## src/rtl/oem_pkg.sv

```systemverilog
// Shared constants, FSM encodings and byte-index-to-memory-location mapping for the
// odd/even-memory (OEM) serial link.
package oem_pkg;

   localparam int unsigned DATA_W      = 8;
   localparam int unsigned ADDR_W      = 5;
   localparam int unsigned NUM_BANKS   = 4;
   localparam int unsigned BANK_W      = 2;
   localparam int unsigned FRAME_BYTES = 256;
   localparam int unsigned IDX_W       = 8;

   localparam logic [2:0] StIdle  = 3'd0;
   localparam logic [2:0] StFetch = 3'd1;
   localparam logic [2:0] StLoad  = 3'd2;
   localparam logic [2:0] StShift = 3'd3;
   localparam logic [2:0] StGap   = 3'd4;
   localparam logic [2:0] StDone  = 3'd5;

   typedef struct packed {
      logic [BANK_W-1:0] bank;
      logic [ADDR_W-1:0] addr;
      logic              sel;
   } oem_loc_t;

   // Consecutive even/odd pairs swap every 8 bytes so both memories of a bank share the load.
   function automatic oem_loc_t byte_to_loc(input logic [IDX_W-1:0] k);
      oem_loc_t loc;
      loc.bank = k[7:6];
      loc.addr = k[5:1];
      loc.sel  = k[0] ^ k[3];
      return loc;
   endfunction

endpackage

```

## src/rtl/oem_addr_gen.sv

```systemverilog
// Byte counter for the OEM serializer; turns the current (or next) byte index into a word
// address and one-hot odd/even read strobes.
module oem_addr_gen (
   input  logic                         clk,
   input  logic                         reset,
   input  logic                         clear_i,
   input  logic                         advance_i,
   input  logic                         rd_en_i,
   input  logic                         next_i,
   output logic [oem_pkg::IDX_W-1:0]     k_o,
   output logic [oem_pkg::ADDR_W-1:0]    mem_addr_o,
   output logic [oem_pkg::NUM_BANKS-1:0] odd_rd_o,
   output logic [oem_pkg::NUM_BANKS-1:0] even_rd_o
);
   import oem_pkg::*;

   logic [IDX_W-1:0]     k_q, k_d;
   logic [IDX_W-1:0]     rd_idx;
   oem_loc_t             loc;
   logic [NUM_BANKS-1:0] bank_oh;

   always_comb begin
      k_d = k_q;
      if (clear_i) begin
         k_d = '0;
      end else if (advance_i) begin
         k_d = k_q + IDX_W'(1);
      end
   end

   always_ff @(posedge clk) begin
      if (reset) begin
         k_q <= '0;
      end else begin
         k_q <= k_d;
      end
   end

   // next_i addresses the byte after the one in flight (prefetch during shifting).
   always_comb begin
      rd_idx           = next_i ? (k_q + IDX_W'(1)) : k_q;
      loc              = byte_to_loc(rd_idx);
      bank_oh          = '0;
      bank_oh[loc.bank] = 1'b1;
      odd_rd_o         = (rd_en_i && loc.sel)  ? bank_oh : '0;
      even_rd_o        = (rd_en_i && !loc.sel) ? bank_oh : '0;
      mem_addr_o       = loc.addr;
      k_o              = k_q;
   end

endmodule

```

## src/rtl/oem_serializer.sv

```systemverilog
// OEM link transmitter: reads a 256-byte frame from the odd/even bank memories and sends it
// MSB-first, one bit per clock. Optional feature macro: SKIP_ZERO_EN (zero bytes sent idle).
module oem_serializer #(
   parameter int unsigned DATA_W     = oem_pkg::DATA_W,
   parameter int unsigned ADDR_W     = oem_pkg::ADDR_W,
   parameter int unsigned NUM_BANKS  = oem_pkg::NUM_BANKS,
   parameter int unsigned GAP_CYCLES = 0
) (
   input  logic                 clk,
   input  logic                 reset,
   input  logic                 start_i,
   output logic [ADDR_W-1:0]    mem_addr_o,
   output logic [NUM_BANKS-1:0] odd_rd_o,
   output logic [NUM_BANKS-1:0] even_rd_o,
   input  logic [DATA_W-1:0]    mem_rdata_i,
   output logic                 so_data_o,
   output logic                 so_valid_o,
   output logic                 busy_o,
   output logic                 tx_done_o
);
   import oem_pkg::*;

   localparam int unsigned BitW = $clog2(DATA_W);
   localparam int unsigned GapW = (GAP_CYCLES > 1) ? $clog2(GAP_CYCLES) : 1;

   localparam logic [BitW-1:0]  BitLast = BitW'(DATA_W - 1);
   localparam logic [BitW-1:0]  BitPre  = BitW'(DATA_W - 2);
   localparam logic [GapW-1:0]  GapLast = GapW'((GAP_CYCLES > 0) ? GAP_CYCLES - 1 : 0);
   localparam logic [IDX_W-1:0] IdxLast = IDX_W'(FRAME_BYTES - 1);

   logic [2:0]        state_q, state_d;
   logic [BitW-1:0]   bit_q, bit_d;
   logic [GapW-1:0]   gap_q, gap_d;
   logic [DATA_W-1:0] shreg_q, shreg_d;
   logic              bypass_q, bypass_d;

   logic              rd_en;
   logic              rd_next;
   logic              k_adv;
   logic              k_clr;
   logic [IDX_W-1:0]  k;
   logic              last_byte;
   logic              shifting;
   logic              cur_msb;

   oem_addr_gen u_addr_gen (
      .clk        (clk),
      .reset      (reset),
      .clear_i    (k_clr),
      .advance_i  (k_adv),
      .rd_en_i    (rd_en),
      .next_i     (rd_next),
      .k_o        (k),
      .mem_addr_o (mem_addr_o),
      .odd_rd_o   (odd_rd_o),
      .even_rd_o  (even_rd_o)
   );

   assign last_byte = (k == IdxLast);

   always_comb begin
      state_d  = state_q;
      bit_d    = bit_q;
      gap_d    = gap_q;
      shreg_d  = shreg_q;
      bypass_d = 1'b0;
      rd_en    = 1'b0;
      rd_next  = 1'b0;
      k_adv    = 1'b0;
      k_clr    = 1'b0;

      case (state_q)
         StIdle: begin
            if (start_i) begin
               k_clr   = 1'b1;
               state_d = StFetch;
            end
         end

         StFetch: begin
            rd_en   = 1'b1;
            state_d = StLoad;
         end

         StLoad: begin
            shreg_d = mem_rdata_i;
            bit_d   = '0;
            state_d = StShift;
         end

         StShift: begin
            bit_d = bit_q + BitW'(1);
            // After a gap the first bit comes straight from the read data; the rest is kept.
            if (bypass_q) begin
               shreg_d = {mem_rdata_i[DATA_W-2:0], 1'b0};
            end else begin
               shreg_d = {shreg_q[DATA_W-2:0], 1'b0};
            end
            if ((GAP_CYCLES == 0) && (bit_q == BitPre) && !last_byte) begin
               rd_en   = 1'b1;
               rd_next = 1'b1;
            end
            if (bit_q == BitLast) begin
               k_adv = 1'b1;
               bit_d = '0;
               if (last_byte) begin
                  state_d = StDone;
               end else if (GAP_CYCLES == 0) begin
                  shreg_d = mem_rdata_i;
               end else begin
                  gap_d   = '0;
                  state_d = StGap;
               end
            end
         end

         StGap: begin
            gap_d = gap_q + GapW'(1);
            if (gap_q == GapLast) begin
               rd_en    = 1'b1;
               bypass_d = 1'b1;
               bit_d    = '0;
               state_d  = StShift;
            end
         end

         StDone: begin
            state_d = StIdle;
         end

         default: begin
            state_d = StIdle;
         end
      endcase
   end

   always_ff @(posedge clk) begin
      if (reset) begin
         state_q  <= StIdle;
         bit_q    <= '0;
         gap_q    <= '0;
         shreg_q  <= '0;
         bypass_q <= 1'b0;
      end else begin
         state_q  <= state_d;
         bit_q    <= bit_d;
         gap_q    <= gap_d;
         shreg_q  <= shreg_d;
         bypass_q <= bypass_d;
      end
   end

   assign shifting = (state_q == StShift);
   assign cur_msb  = bypass_q ? mem_rdata_i[DATA_W-1] : shreg_q[DATA_W-1];

`ifdef SKIP_ZERO_EN
   logic skip_q;
   logic load_byte;
   logic fetched_zero;
   logic cur_skip;

   always_comb begin
      fetched_zero = (mem_rdata_i == '0);
      load_byte    = (state_q == StLoad) || bypass_q ||
                     (shifting && (bit_q == BitLast) && (GAP_CYCLES == 0));
      cur_skip     = bypass_q ? fetched_zero : skip_q;
   end

   always_ff @(posedge clk) begin
      if (reset) begin
         skip_q <= 1'b0;
      end else if (load_byte) begin
         skip_q <= fetched_zero;
      end
   end

   assign so_valid_o = shifting && !cur_skip;
`else
   assign so_valid_o = shifting;
`endif

   assign so_data_o = so_valid_o && cur_msb;
   assign busy_o    = (state_q != StIdle) && (state_q != StDone);
   assign tx_done_o = (state_q == StDone);

endmodule

```

## config.mk

```make
export PLATFORM = sky130hd
export DESIGN_NAME = oem_serializer
export DESIGN_NICKNAME = d
export VERILOG_FILES = /design/src/rtl/oem_pkg.sv /design/src/rtl/oem_addr_gen.sv /design/src/rtl/oem_serializer.sv
export SDC_FILE = /design/constraint.sdc
export NUM_CORES = 1
export LEC_CHECK = 0
export CAP_MARGIN = 20
export CORE_UTILIZATION = 30
export CTS_CLUSTER_DIAMETER = 30
export CTS_CLUSTER_SIZE = 16
export DETAILED_ROUTE_END_ITERATION = 10
export PLACE_DENSITY = 0.6
export SYNTH_ARGS = -nofsm -noshare
export SYNTH_HDL_FRONTEND = slang
export SYNTH_SLANG_ARGS = --single-unit
```

## constraint.sdc

```tcl
create_clock -name clk -period 6.25 [get_ports clk]
set_clock_uncertainty 0.2 [all_clocks]
set_input_delay 0.9375 -clock clk [delete_from_list [all_inputs] [get_ports clk]]
set_output_delay 0.9375 -clock clk [all_outputs]
set_load 0.005 [all_outputs]
```

==> results.sh, run 1 <==
export IMPL_worst_pin_slew_ns=0.7539
export IMPL_status="finished, final reports clean"
export IMPL_ios=28
export IMPL_min_path_type="register to register"
export IMPL_slew_headroom_pct=49.64
export IMPL_drc_errors=0
export IMPL_synth_seq_cells=24
export IMPL_num_rows=25
export IMPL_cp_max_fo=8
export IMPL_period_needed_ns=3.801
export IMPL_cts_root_buf="clkbuf_8"
export IMPL_synth_edf_count=0
export IMPL_finalCritPeriodShare_pct=60.82
export IMPL_grt_first_pass_wirelength_mm=5.699
export IMPL_synth_area_leader_cell="dfxtp_1"
export IMPL_dieArea_um2=5480
export IMPL_rsz0062_at_grt="false"
export IMPL_fmax_mhz=263.1
export IMPL_grt_overflow=0
export IMPL_path_clk_slew_ns=0.09
export IMPL_port_buffers=27
export IMPL_timing_final_hold_violations=0
export IMPL_wirelength_mm=3.348
export IMPL_dpl_instance_area_um2=1844
export IMPL_yosysWarnings=0
export IMPL_drive_gt1_share_pct=8.057
export IMPL_finalSetupViolations=0
export IMPL_p_leak_nw=0.6746
export IMPL_final_area_um2=1916
export IMPL_drtIter0Drc=62
export IMPL_fp_dieH_um=74.03
export IMPL_grt_usage_pct=13.27
export IMPL_ys_seq_area_share_pct=30.87
export IMPL_p_total_w=0.0003428
export IMPL_ctsHoldBuffers=0
export IMPL_antenna_found_initial=0
export IMPL_synth_nets=208
export IMPL_clock_path_buffers=2
export IMPL_grt_pass1_vias=1264
export IMPL_ys_types=49
export IMPL_startpoint_type="register"
export IMPL_avgRoutedWirePerCell_um=12.04
export IMPL_layout_cells_non_filler=278
export IMPL_clk_latency_ns=0.27
export IMPL_route_met2_wl_mm=1.541
export IMPL_num_fill_cells=501
export IMPL_synth_top_cells_by_area="dfxtp_1, nor2_1, mux2i_1"
export IMPL_crit_type="register to output pin"
export IMPL_dpl_hpwl_mm=2.496
export IMPL_drt_first_pass_iters=4
export IMPL_viasPerCell=4.856
export IMPL_p_per_area_nw_per_um2=178.9
export IMPL_cts_sink_count=24
export IMPL_ir_drop_mv=0.1132
export IMPL_numCtsBuffers=3
export IMPL_core_area_um2=4848
export IMPL_route_met3_wl_um=93
export IMPL_fin_tns_setup_ns=0
export IMPL_ant_nets=0
export IMPL_async_reset_ff_share_pct=0
export IMPL_postCtsResizedCells=0
export IMPL_drv_cap=0
export IMPL_worstPathArrival_ns=2.66
export IMPL_syn_inst=193
export IMPL_dp_cells=274
export IMPL_initial_utilization_pct=32.10
export IMPL_worst_setup_path_end_kind="output pin"
export IMPL_maxUsedRoutingLayer="met4"
export IMPL_cts_tree="built"
export IMPL_synth_most_common_cell="nor2_1"
export IMPL_synth_avg_cell_area_um2=8.065
export IMPL_synthToLayoutAreaGrowth_pct=23.07
export IMPL_synthTopCellsByCount="nor2_1, dfxtp_1, nand2_1, a21oi_1, mux2i_1"
export IMPL_layout_nets=227
export IMPL_seq_area_um2=480.5
export IMPL_htree_levels=1
export IMPL_required_ns=5.11
export IMPL_synth_main_ff_cell="dfxtp_1"
export IMPL_gp_congestion=0.7942
export IMPL_synth_area_um2=1556
export IMPL_synth_top_area_share_pct=30.87
export IMPL_multi_input_area_um2=983.4
export IMPL_wl_met1_mm=1.692
export IMPL_grt_max_degree=19
export IMPL_vias=1350
export IMPL_hold_ws_ns=0.2811
export IMPL_cts_setup_buffers=0
export IMPL_antenna_cells=0
export IMPL_die_x_um=74.03
export IMPL_maxSlewViolCount=0
[through the flow]
stage               setup WS [ns]  utilization, %
global placement            2.827           38.04
floorplan                   3.382               -
global route                2.253           39.51
finish                      2.449           39.51
detailed placement          2.757           38.04
CTS                         2.437           39.51
[layout make-up]
class,instances,share of cell area [%]
Clock inverter,1,1.568
Clock buffer,3,2.155
Tap cell,67,4.376
Sequential cell,24,25.08
Multi-Input combinational cell,149,51.34
Timing Repair Buffer,27,14.11
Inverter,7,1.372
[kinds of logic (layout without fill, tap and decap cells)]
logic type	count (synthesis)	in the layout	share of synthesized area (%)
mux	10	10	6.511
fa+ha+maj	4	4	3.216
flops	24	24	30.87
xor+xnor	8	8	4.502
compound gates	43	43	20.18
simple gates	84	84	28.78
buf+inv	20	38	5.948
[per-layer routing]
metal	vias up	track usage [%]
met5	-	0
met4	0	3.205
met3	2	3.252
met2	20	22.53
met1	612	16.86
li1	716	-
[where the power goes]
group	internal, W	switching, W
clock	0.0000856	0.0000514
sequential	0.000159	0.00000554
combinational	0.0000212	0.0000201
[worst max-delay path, stage by stage, from the launching register on]
cell and delay [ns]:
dfxtp_1 0.37, ha_1 0.28, nand4_2 0.15, or2_1 0.28, a311oi_2 0.17, nor4_4 0.46, nor2b_1 0.19, clkdlybuf4s50_1 0.50
[cell usage in the layout, fill, tap and decap left out, types with 4 or more instances in the layout]
cell type / n
a211oi_1: 7
a21oi_1: 9
clkdlybuf4s50_1: 27
dfxtp_1: 24
ha_1: 4
inv_1: 6
mux2i_1: 9
nand2_1: 13
nand3_1: 7
nor2_1: 31
nor2b_1: 6
o21a_1: 7
o21ai_0: 6
or3_1: 4
xor2_1: 5
[registers in the layout, summed over array words and instances, names as in the netlist]
register and flops:
bypass_q 1, gap_q 1, shreg_q 8, bit_q 3, state_q 3, u_addr_gen.k_o 8
[worst paths after layout]
check / endpoint / startpoint / cells past startpoint / slack (ns)
max: even_rd_o[1] / u_addr_gen.k_o[0] / 7 / 2.45
min: gap_q / gap_q / 2 / 0.28
min reg2reg: gap_q / gap_q / 2 / 0.28
max reg2reg: shreg_q[0] / u_addr_gen.k_o[0] / 6 / 3.96
(Power assumes the default switching activity.)
==> run 2: changes to the inputs <==
==> constraint.sdc (replaced) <==
create_clock -name clk -period 3.9 [get_ports clk]
set_clock_uncertainty 0.2 [all_clocks]
set_input_delay 0.585 -clock clk [delete_from_list [all_inputs] [get_ports clk]]
set_output_delay 0.585 -clock clk [all_outputs]
set_load 0.005 [all_outputs]
==> run 2 against run 1 <==
Against the previous run:
- clock power up 61%
- critical path depth did not move
- sequential share of layout area did not move
- worst setup slack got worse by 2.0 ns
- wire length fell by 0.24%
- first-iteration DRC count shrank 1.6%
- sequential power increased by 61%
- via count increased by 0.37%
- core utilization unchanged
- global-route usage barely moved
- power rose by 61%
- critical path type unchanged
- highest routed layer unchanged
==> results.sh, run 2 (same netlist as run 1, synthesis figures left out) <==
export IMPL_status="finished, final reports clean"
export IMPL_synthToLayoutAreaGrowth_pct=23.07
export IMPL_maxUsedRoutingLayer="met4"
export IMPL_startpoint_type="register"
export IMPL_r2r_cells=6
export IMPL_clock_path_buffers=2
export IMPL_num_rows=25
export IMPL_period_needed_ns=3.425
export IMPL_p_leak_nw=0.6746
export IMPL_rsz0062_at_grt="false"
export IMPL_route_met3_wl_um=120
export IMPL_slew_headroom_pct=48.32
export IMPL_ios=28
export IMPL_finalCritPeriodShare_pct=87.82
export IMPL_maxSlewViolCount=0
export IMPL_vias=1355
export IMPL_initial_utilization_pct=32.10
export IMPL_fin_tns_setup_ns=0
export IMPL_postCtsResizedCells=0
export IMPL_path_clk_slew_ns=0.09
export IMPL_wirelength_mm=3.340
export IMPL_antenna_found_initial=0
export IMPL_worst_setup_path_end_kind="output pin"
export IMPL_cts_sink_count=24
export IMPL_gp_congestion=0.7949
export IMPL_fp_dieH_um=74.03
export IMPL_numCtsBuffers=3
export IMPL_drt_first_pass_iters=4
export IMPL_min_path_cells=2
export IMPL_dpl_hpwl_mm=2.485
export IMPL_wl_met1_mm=1.667
export IMPL_drtIter0Drc=61
export IMPL_grt_overflow=0
export IMPL_htree_levels=1
export IMPL_grt_max_degree=19
export IMPL_cts_tree="built"
export IMPL_clk_latency_ns=0.27
export IMPL_cts_root_buf="clkbuf_8"
export IMPL_dpl_instance_area_um2=1844
export IMPL_dieArea_um2=5480
export IMPL_final_common_cell="nor2_1"
export IMPL_die_x_um=74.03
export IMPL_core_area_um2=4848
export IMPL_crit_type="register to output pin"
export IMPL_worst_pin_slew_ns=0.7737
export IMPL_drv_cap=0
export IMPL_fmax_mhz=292.0
export IMPL_route_met2_wl_mm=1.530
export IMPL_p_per_area_nw_per_um2=287.8
export IMPL_final_area_um2=1916
export IMPL_cts_setup_buffers=0
export IMPL_timing_final_hold_violations=0
export IMPL_ir_drop_mv=0.2264
export IMPL_grt_first_pass_wirelength_mm=5.699
export IMPL_viasPerCell=4.874
export IMPL_antenna_cells=0
export IMPL_required_ns=3.12
export IMPL_ant_nets=0
export IMPL_port_buffers=27
export IMPL_drc_errors=0
export IMPL_grt_pass1_vias=1239
export IMPL_worstPathArrival_ns=2.64
export IMPL_grt_usage_pct=13.29
export IMPL_ctsHoldBuffers=0
export IMPL_final_cell_mix="nor2_1, clkdlybuf4s50_1, dfxtp_1, nand2_1"
export IMPL_drive_gt1_share_pct=8.057
export IMPL_cp_max_fo=8
export IMPL_avgRoutedWirePerCell_um=12.01
export IMPL_min_path_type="register to register"
export IMPL_layout_nets=227
export IMPL_finalSetupViolations=0
run 2: cell counts in the layout (fill, tap and decap cells not counted):
Identical to the previous run, type by type.
run 2: through the flow:
step	total power (W)	instances	hold slack, ns	worst slack [ns]	utilization [%]
final	0.0005512	278	0.2832	0.4750	39.51
after global routing	0.0005776	278	0.3094	0.2346	39.51
after floorplan	0.0003117	193	0.2444	1.384	-
after CTS	0.0005584	278	0.2867	0.4531	39.51
after detailed placement	0.0003362	274	0.2730	0.7618	38.04
after global placement	0.0003357	274	0.2591	0.8299	38.04
run 2: cell type report:
cell class              count  area (µm²)
fillers                   511        2933
inverters                   7       26.28
clock inverters             1       30.03
well taps                  67       83.83
repair buffers             27       270.3
multi-input cells         149       983.4
flip-flops and latches     24       480.5
clock buffers               3       41.29
run 2: final timing paths:
path,startpoint,endpoint,slack (ns)
setup / recovery,u_addr_gen.k_o[0],even_rd_o[1],0.48
hold reg to reg,gap_q,gap_q,0.28
setup reg to reg,u_addr_gen.k_o[0],shreg_q[0],1.62
hold / removal,gap_q,gap_q,0.28
run 2: where the power goes:
group / internal [W] / switching, W
Clock: 0.000137 / 0.0000841
Sequential: 0.000255 / 0.00000903
Combinational: 0.0000339 / 0.0000323
Total: 0.000426 / 0.000125
run 2: worst max-delay path, stage by stage (launching register included):
cell and delay [ns]:
dfxtp_1 0.37, ha_1 0.28, nand4_2 0.14, or2_1 0.27
a311oi_2 0.17, nor4_4 0.45, nor2b_1 0.19, clkdlybuf4s50_1 0.50
run 2: per-layer routing:
metal,track usage [%],up-vias
li1,-,713
met4,2.564,0
met1,17.17,617
met5,0,-
met3,3.252,2
met2,22.53,23
